<file path="src/rtl/mc_datapath.sv">
// mc_datapath: multicycle MIPS-subset CPU datapath.
// Holds PC, IR, MDR and ALUOut, a 32x32 register file and an 8-operation ALU.
// An external control FSM drives every select and enable, one cycle at a time.
// Optional feature macro: DP_OVERFLOW_EN enables signed add/sub overflow
// detection; when it is undefined, overflow is tied low and its logic is absent.
module mc_datapath #(
  parameter logic [31:0] RESET_PC = 32'h0000_0000
) (
  input  logic        clk,
  input  logic        reset,
  input  logic        MIO_ready,
  input  logic        IorD,
  input  logic        IRWrite,
  input  logic [1:0]  RegDst,
  input  logic        RegWrite,
  input  logic [1:0]  MemtoReg,
  input  logic        ALUSrcA,
  input  logic [1:0]  ALUSrcB,
  input  logic [1:0]  PCSource,
  input  logic        PCWrite,
  input  logic        PCWriteCond,
  input  logic        Branch,
  input  logic [2:0]  ALU_operation,
  input  logic [31:0] data2CPU,
  output logic [31:0] PC_Current,
  output logic [31:0] Inst,
  output logic [31:0] data_out,
  output logic [31:0] M_addr,
  output logic        zero,
  output logic        overflow
);

  logic [31:0] pc_q;
  logic [31:0] ir_q;
  logic [31:0] mdr_q;
  logic [31:0] alu_out_q;
  logic [31:0] reg_file [32];

  logic [4:0]  rs_addr;
  logic [4:0]  rt_addr;
  logic [4:0]  shamt;
  logic [31:0] rdata_a;
  logic [31:0] rdata_b;
  logic [31:0] imm_sext;
  logic [31:0] alu_a;
  logic [31:0] alu_b;
  logic [31:0] alu_res;
  logic [4:0]  wreg;
  logic [31:0] wdata;
  logic [31:0] pc_in;
  logic        pc_en;

  assign rs_addr  = ir_q[25:21];
  assign rt_addr  = ir_q[20:16];
  assign shamt    = ir_q[10:6];
  assign imm_sext = {{16{ir_q[15]}}, ir_q[15:0]};

  // Asynchronous register-file reads; $0 is hard-wired to zero.
  assign rdata_a = (rs_addr == 5'd0) ? 32'd0 : reg_file[rs_addr];
  assign rdata_b = (rt_addr == 5'd0) ? 32'd0 : reg_file[rt_addr];

  // ALU operand A selects between the PC (fetch/branch target) and rs.
  always_comb begin
    alu_a = ALUSrcA ? rdata_a : pc_q;
  end

  // ALU operand B: rt, constant 4, sign-extended immediate, or word offset.
  always_comb begin
    alu_b = rdata_b;
    case (ALUSrcB)
      2'b00:   alu_b = rdata_b;
      2'b01:   alu_b = 32'd4;
      2'b10:   alu_b = imm_sext;
      default: alu_b = {imm_sext[29:0], 2'b00};
    endcase
  end

  // Eight-function ALU; srl takes its shift amount from the shamt field and
  // slt is an unsigned compare.
  always_comb begin
    alu_res = 32'd0;
    case (ALU_operation)
      3'b000:  alu_res = alu_a & alu_b;
      3'b001:  alu_res = alu_a | alu_b;
      3'b010:  alu_res = alu_a + alu_b;
      3'b011:  alu_res = alu_a ^ alu_b;
      3'b100:  alu_res = ~(alu_a | alu_b);
      3'b101:  alu_res = alu_b >> shamt;
      3'b110:  alu_res = alu_a - alu_b;
      default: alu_res = (alu_a < alu_b) ? 32'd1 : 32'd0;
    endcase
  end

  assign zero = (alu_res == 32'd0);

`ifdef DP_OVERFLOW_EN
  // Signed overflow: add overflows when like-signed operands give an
  // opposite-signed result; sub when unlike-signed operands do.
  always_comb begin
    overflow = 1'b0;
    case (ALU_operation)
      3'b010:  overflow = (alu_a[31] == alu_b[31]) && (alu_res[31] != alu_a[31]);
      3'b110:  overflow = (alu_a[31] != alu_b[31]) && (alu_res[31] != alu_a[31]);
      default: overflow = 1'b0;
    endcase
  end
`else
  assign overflow = 1'b0;
`endif

  // Destination register: rt for I-type, rd for R-type, $31 for link.
  always_comb begin
    wreg = rt_addr;
    case (RegDst)
      2'b00:   wreg = rt_addr;
      2'b01:   wreg = ir_q[15:11];
      default: wreg = 5'd31;
    endcase
  end

  // Write-back data: ALUOut, loaded word, lui value, or this cycle's ALU result.
  always_comb begin
    wdata = alu_out_q;
    case (MemtoReg)
      2'b00:   wdata = alu_out_q;
      2'b01:   wdata = mdr_q;
      2'b10:   wdata = {ir_q[15:0], 16'h0000};
      default: wdata = alu_res;
    endcase
  end

  // Next PC: incremented PC, branch target, jump target, or jr register.
  always_comb begin
    pc_in = alu_res;
    case (PCSource)
      2'b00:   pc_in = alu_res;
      2'b01:   pc_in = alu_out_q;
      2'b10:   pc_in = {pc_q[31:28], ir_q[25:0], 2'b00};
      default: pc_in = rdata_a;
    endcase
  end

  // PC updates only when memory is ready, on an unconditional write or a
  // taken branch (beq takes on zero, bne on non-zero).
  assign pc_en = MIO_ready & (PCWrite | (PCWriteCond & ~(Branch ^ zero)));

  // PC and IR: loaded under their enables.
  always_ff @(posedge clk or negedge reset) begin
    if (!reset) begin
      pc_q <= RESET_PC;
      ir_q <= 32'd0;
    end else begin
      if (pc_en)   pc_q <= pc_in;
      if (IRWrite) ir_q <= data2CPU;
    end
  end

  // MDR and ALUOut capture every cycle so the next state can consume them.
  always_ff @(posedge clk or negedge reset) begin
    if (!reset) begin
      mdr_q     <= 32'd0;
      alu_out_q <= 32'd0;
    end else begin
      mdr_q     <= data2CPU;
      alu_out_q <= alu_res;
    end
  end

  // Register file write port; writes to $0 are discarded.
  always_ff @(posedge clk or negedge reset) begin
    if (!reset) begin
      for (int i = 0; i < 32; i++) reg_file[i] <= 32'd0;
    end else if (RegWrite && (wreg != 5'd0)) begin
      reg_file[wreg] <= wdata;
    end
  end

  assign PC_Current = pc_q;
  assign Inst       = ir_q;
  assign data_out   = rdata_b;
  assign M_addr     = IorD ? alu_out_q : pc_q;

endmodule

</file>
<file path="config.mk">
export PLATFORM = sky130hd
export DESIGN_NAME = mc_datapath
export DESIGN_NICKNAME = d
export VERILOG_FILES = /design/src/rtl/mc_datapath.sv
export SDC_FILE = /design/constraint.sdc
export NUM_CORES = 2
export LEC_CHECK = 0
export ABC_AREA = 1
export BUFFER_PORTS_ARGS = -buffer_cell sky130_fd_sc_hd__buf_2
export CELL_PAD_IN_SITES_DETAIL_PLACEMENT = 1
export CELL_PAD_IN_SITES_GLOBAL_PLACEMENT = 2
export CORE_MARGIN = 2
export CORE_UTILIZATION = 36
export CTS_CLUSTER_DIAMETER = 100
export DETAILED_ROUTE_END_ITERATION = 12
export PLACE_DENSITY_LB_ADDON = 0.1
export SLEW_MARGIN = 40
export SYNTH_ARGS = -nofsm -noshare
export SYNTH_HDL_FRONTEND = slang
export SYNTH_SLANG_ARGS = --single-unit
</file>
<file path="constraint.sdc">
create_clock -name clk -period 6.7 [get_ports clk]
set_input_delay 0.67 -clock clk [delete_from_list [all_inputs] [get_ports clk]]
set_output_delay 0.67 -clock clk [all_outputs]
set_load 0.005 [all_outputs]
</file>
==> impl_metrics.ini <==
[critical_path]
cp-start-kind = flip-flop
crit_path_max_fanout = 8
cp_num_buf_inv = 9
critPathCaptureType = primary output
cpLargestDelayFamily = compound AO/OA/AOI/OAI gates
path_class = reg -> out
cp_slowest_stage_delay_ns = 0.59
crit_path_top_delay_cell = dfrtp_4
required_ns = 6.03
arrival_ns = 6.24

[job]
maxCapViolCount = 0

[synth]
postSynth.asyncResetShare = 1.00
syn_inst = 10400
synth_area_sq_um = 71000
ys_seq_area_frac = 0.406
yosysWarnings = 0
syn-num-nets = 10500
synth-edff-count = 0
ys_types = 59
synthFlopType = dfrtp_1
ys_ff_latch = 1152
synth_area_per_cell_sq_um = 6.83

[timing]
finalHoldViolCount = 0
clock_skew_ns = 0.0303
whs_ns = 0.0587
layout_setup_ws_ns = -0.214
fin_crit_ns = 6.91
grt_setup_unrepaired = yes
maxSlewHeadroom = 0.371
slew_violations = 0
tightest_slew_ns = 0.938
finalCritPeriodShare = 1.03
setup_viol = 29
fmax_mhz = 145

[outcome]
status = finished, violations left
violations = negative setup slack

[cts]
cts_buffers = 147
numClockSinks = 1152
root_buffer = clkbuf_16
clkLatencyLatePin_ns = 0.84
htree_levels = 4
cts_tree = done
path_clk_slew_ns = 0.06
clock_path_buffers = 3

[detailed_routing]
first_pass_iters = 5
wl_per_cell_um = 28.9
wl_mm = 389
drtIter0Drc = 8241
ant_nets = 0
via_per_inst = 5.90
vias = 79600
drcViolationCount = 0

[floorplanning]
row_count = 162
dieArea_sq_um = 201000
die_w_um = 448
die_h_um = 448
ios = 183
core_sq_um = 195000
initial_core_util = 0.363

[finish]
regArea_sq_um = 28900
nets = 10900
multi_input_area_sq_um = 38000
fin_cells = 13500
syn_to_final_growth_pct = 23.4
fin_util = 0.448
layout-drive-gt1-share = 0.158
fin_area_sq_um = 87500
num-fill-cells = 24400

[global_route]
grt_max_degree = 141
grt-ovfl-total = 0
grt_use_total = 0.381
grt_pass1_wl_mm = 565
antenna_found_initial = 23
grt_pass1_vias = 80300

[place]
hpwlAfterDp_mm = 257
gp_congestion = 0.992
dpl.cell_count = 13100
placed_cell_area_sq_um = 78700
port_buffers = 181

[worst_hold_path]
hold_path.class = in -> reg

[pwr]
p_leak_uw = 0.0412
power_density_nw_per_um2 = 320
vdd_drop_max_mv = 0.185
[power breakdown]
group	leakage [uW]	switching, uW	total [uW]	internal [uW]
logic	0.0237	6340	9990	3660
clock network	0.00249	3430	8320	4890
registers	0.0150	1250	9730	8470
[routing by layer]
| metal | track usage | vias up | part of all wire |
|---|---|---|---|
| li1 | - | 35000 | - |
| met1 | 0.511 | 40300 | 0.42 |
| met2 | 0.596 | 3325 | 0.45 |
| met3 | 0.0620 | 917 | 0.075 |
| met4 | 0.191 | 12 | 0.057 |
| met5 | 0 | - | 0.00021 |
[metrics by stage]
step	setup TNS [ns]	setup WS, ns	power (uW)
2_1_floorplan	0	0.803	14300
3_3_place_gp	-17.76	-0.452	18500
3_5_place_dp	-24.21	-0.512	18800
4_1_cts	-0.126	-0.126	27800
5_1_grt	-10.33	-0.424	29400
6_report	-0.799	-0.214	28000
[repair_timing]
| action | 4_1_cts | 5_1_grt |
|---|---|---|
| pin swaps | 109 | 48 |
| buffers inserted | 82 | 4 |
| hold buffers | 28 | 0 |
| cloned | 26 | 6 |
| endpoints found under the hold margin | 148 | 0 |
| gates resized for setup | 423 | 124 |
| endpoints found under the setup margin | 132 | 33 |
[cells by family after synthesis]
group           Yosys count  synth area share
compound gates         2478             0.191
xor+xnor                  8          0.000987
fa+ha+maj               106            0.0189
buf+inv                1411            0.0843
flops                  1152             0.406
mux                      10           0.00159
other cells               1         0.0000528
simple gates           5217             0.297
[final cells by class]
cell class              count  share of cell area
multi-input cells        7820               0.434
flip-flops and latches   1152               0.330
repair buffers           1065               0.118
clock buffers             216              0.0505
well taps                2624              0.0375
inverters                 539              0.0240
clock inverters            53             0.00635
diodes                     11            0.000314
repair inverters            2            0.000229
[worst paths after layout]
check / end / slack (ns) / depth (start not counted) / from
min: mdr_q[23] / 0.06 / 1 / data2CPU[23]
max in group asynchronous: alu_out_q[31] / 4.48 / 5 / reset
max reg2reg: PC_Current[26] / -0.07 / 44 / Inst[21]
min in group asynchronous: reg_file[373] / 0.32 / 2 / reset
max: zero / -0.21 / 34 / Inst[21]
min reg2reg: reg_file[1014] / 0.40 / 0 / reg_file[1014]
[sequential cells by signal, summed over array words and instances, names as in the netlist]
signal and flops:
Inst 32, PC_Current 32, alu_out_q 32, mdr_q 32, reg_file 1024
[cells in the mapped netlist (all sizes together), types with 38 or more instances]
| cell type | number | share of area |
|---|---|---|
| nand4 | 38 | 0.0034 |
| o211ai | 69 | 0.0073 |
| nand3 | 955 | 0.068 |
| inv | 522 | 0.028 |
| dfrtp | 1152 | 0.41 |
| nand2 | 3306 | 0.18 |
| ha | 104 | 0.018 |
| o21ai | 1652 | 0.12 |
| buf | 277 | 0.024 |
| o22ai | 254 | 0.022 |
| a21oi | 334 | 0.024 |
| nor2 | 857 | 0.045 |
| clkbuf | 595 | 0.031 |
[cells in the final DEF (no fill, tap or decap), types with 13 or more instances in the layout]
master,n
ha_4,14
o221ai_1,15
clkinv_2,40
nand3_1,927
nor2_1,798
dfrtp_1,1142
o22ai_1,237
nand2_1,3259
bufbuf_16,19
a211oi_1,25
nand4_1,37
o21ai_1,152
a221oi_1,23
o21ai_2,58
o22ai_2,16
clkbuf_1,25
o21ai_0,1431
inv_1,477
nand2_2,40
buf_2,178
nor2_2,44
o211ai_1,69
buf_4,656
inv_2,36
and3_1,18
dlygate4sd3_1,28
clkbuf_16,157
nor3_1,13
buf_6,35
o21bai_1,13
nand3_2,25
ha_1,85
a21oi_2,45
buf_16,32
nor2_4,15
clkbuf_8,40
buf_12,101
a21oi_1,289
o21bai_4,14
Power figures use the tool's default switching activity.
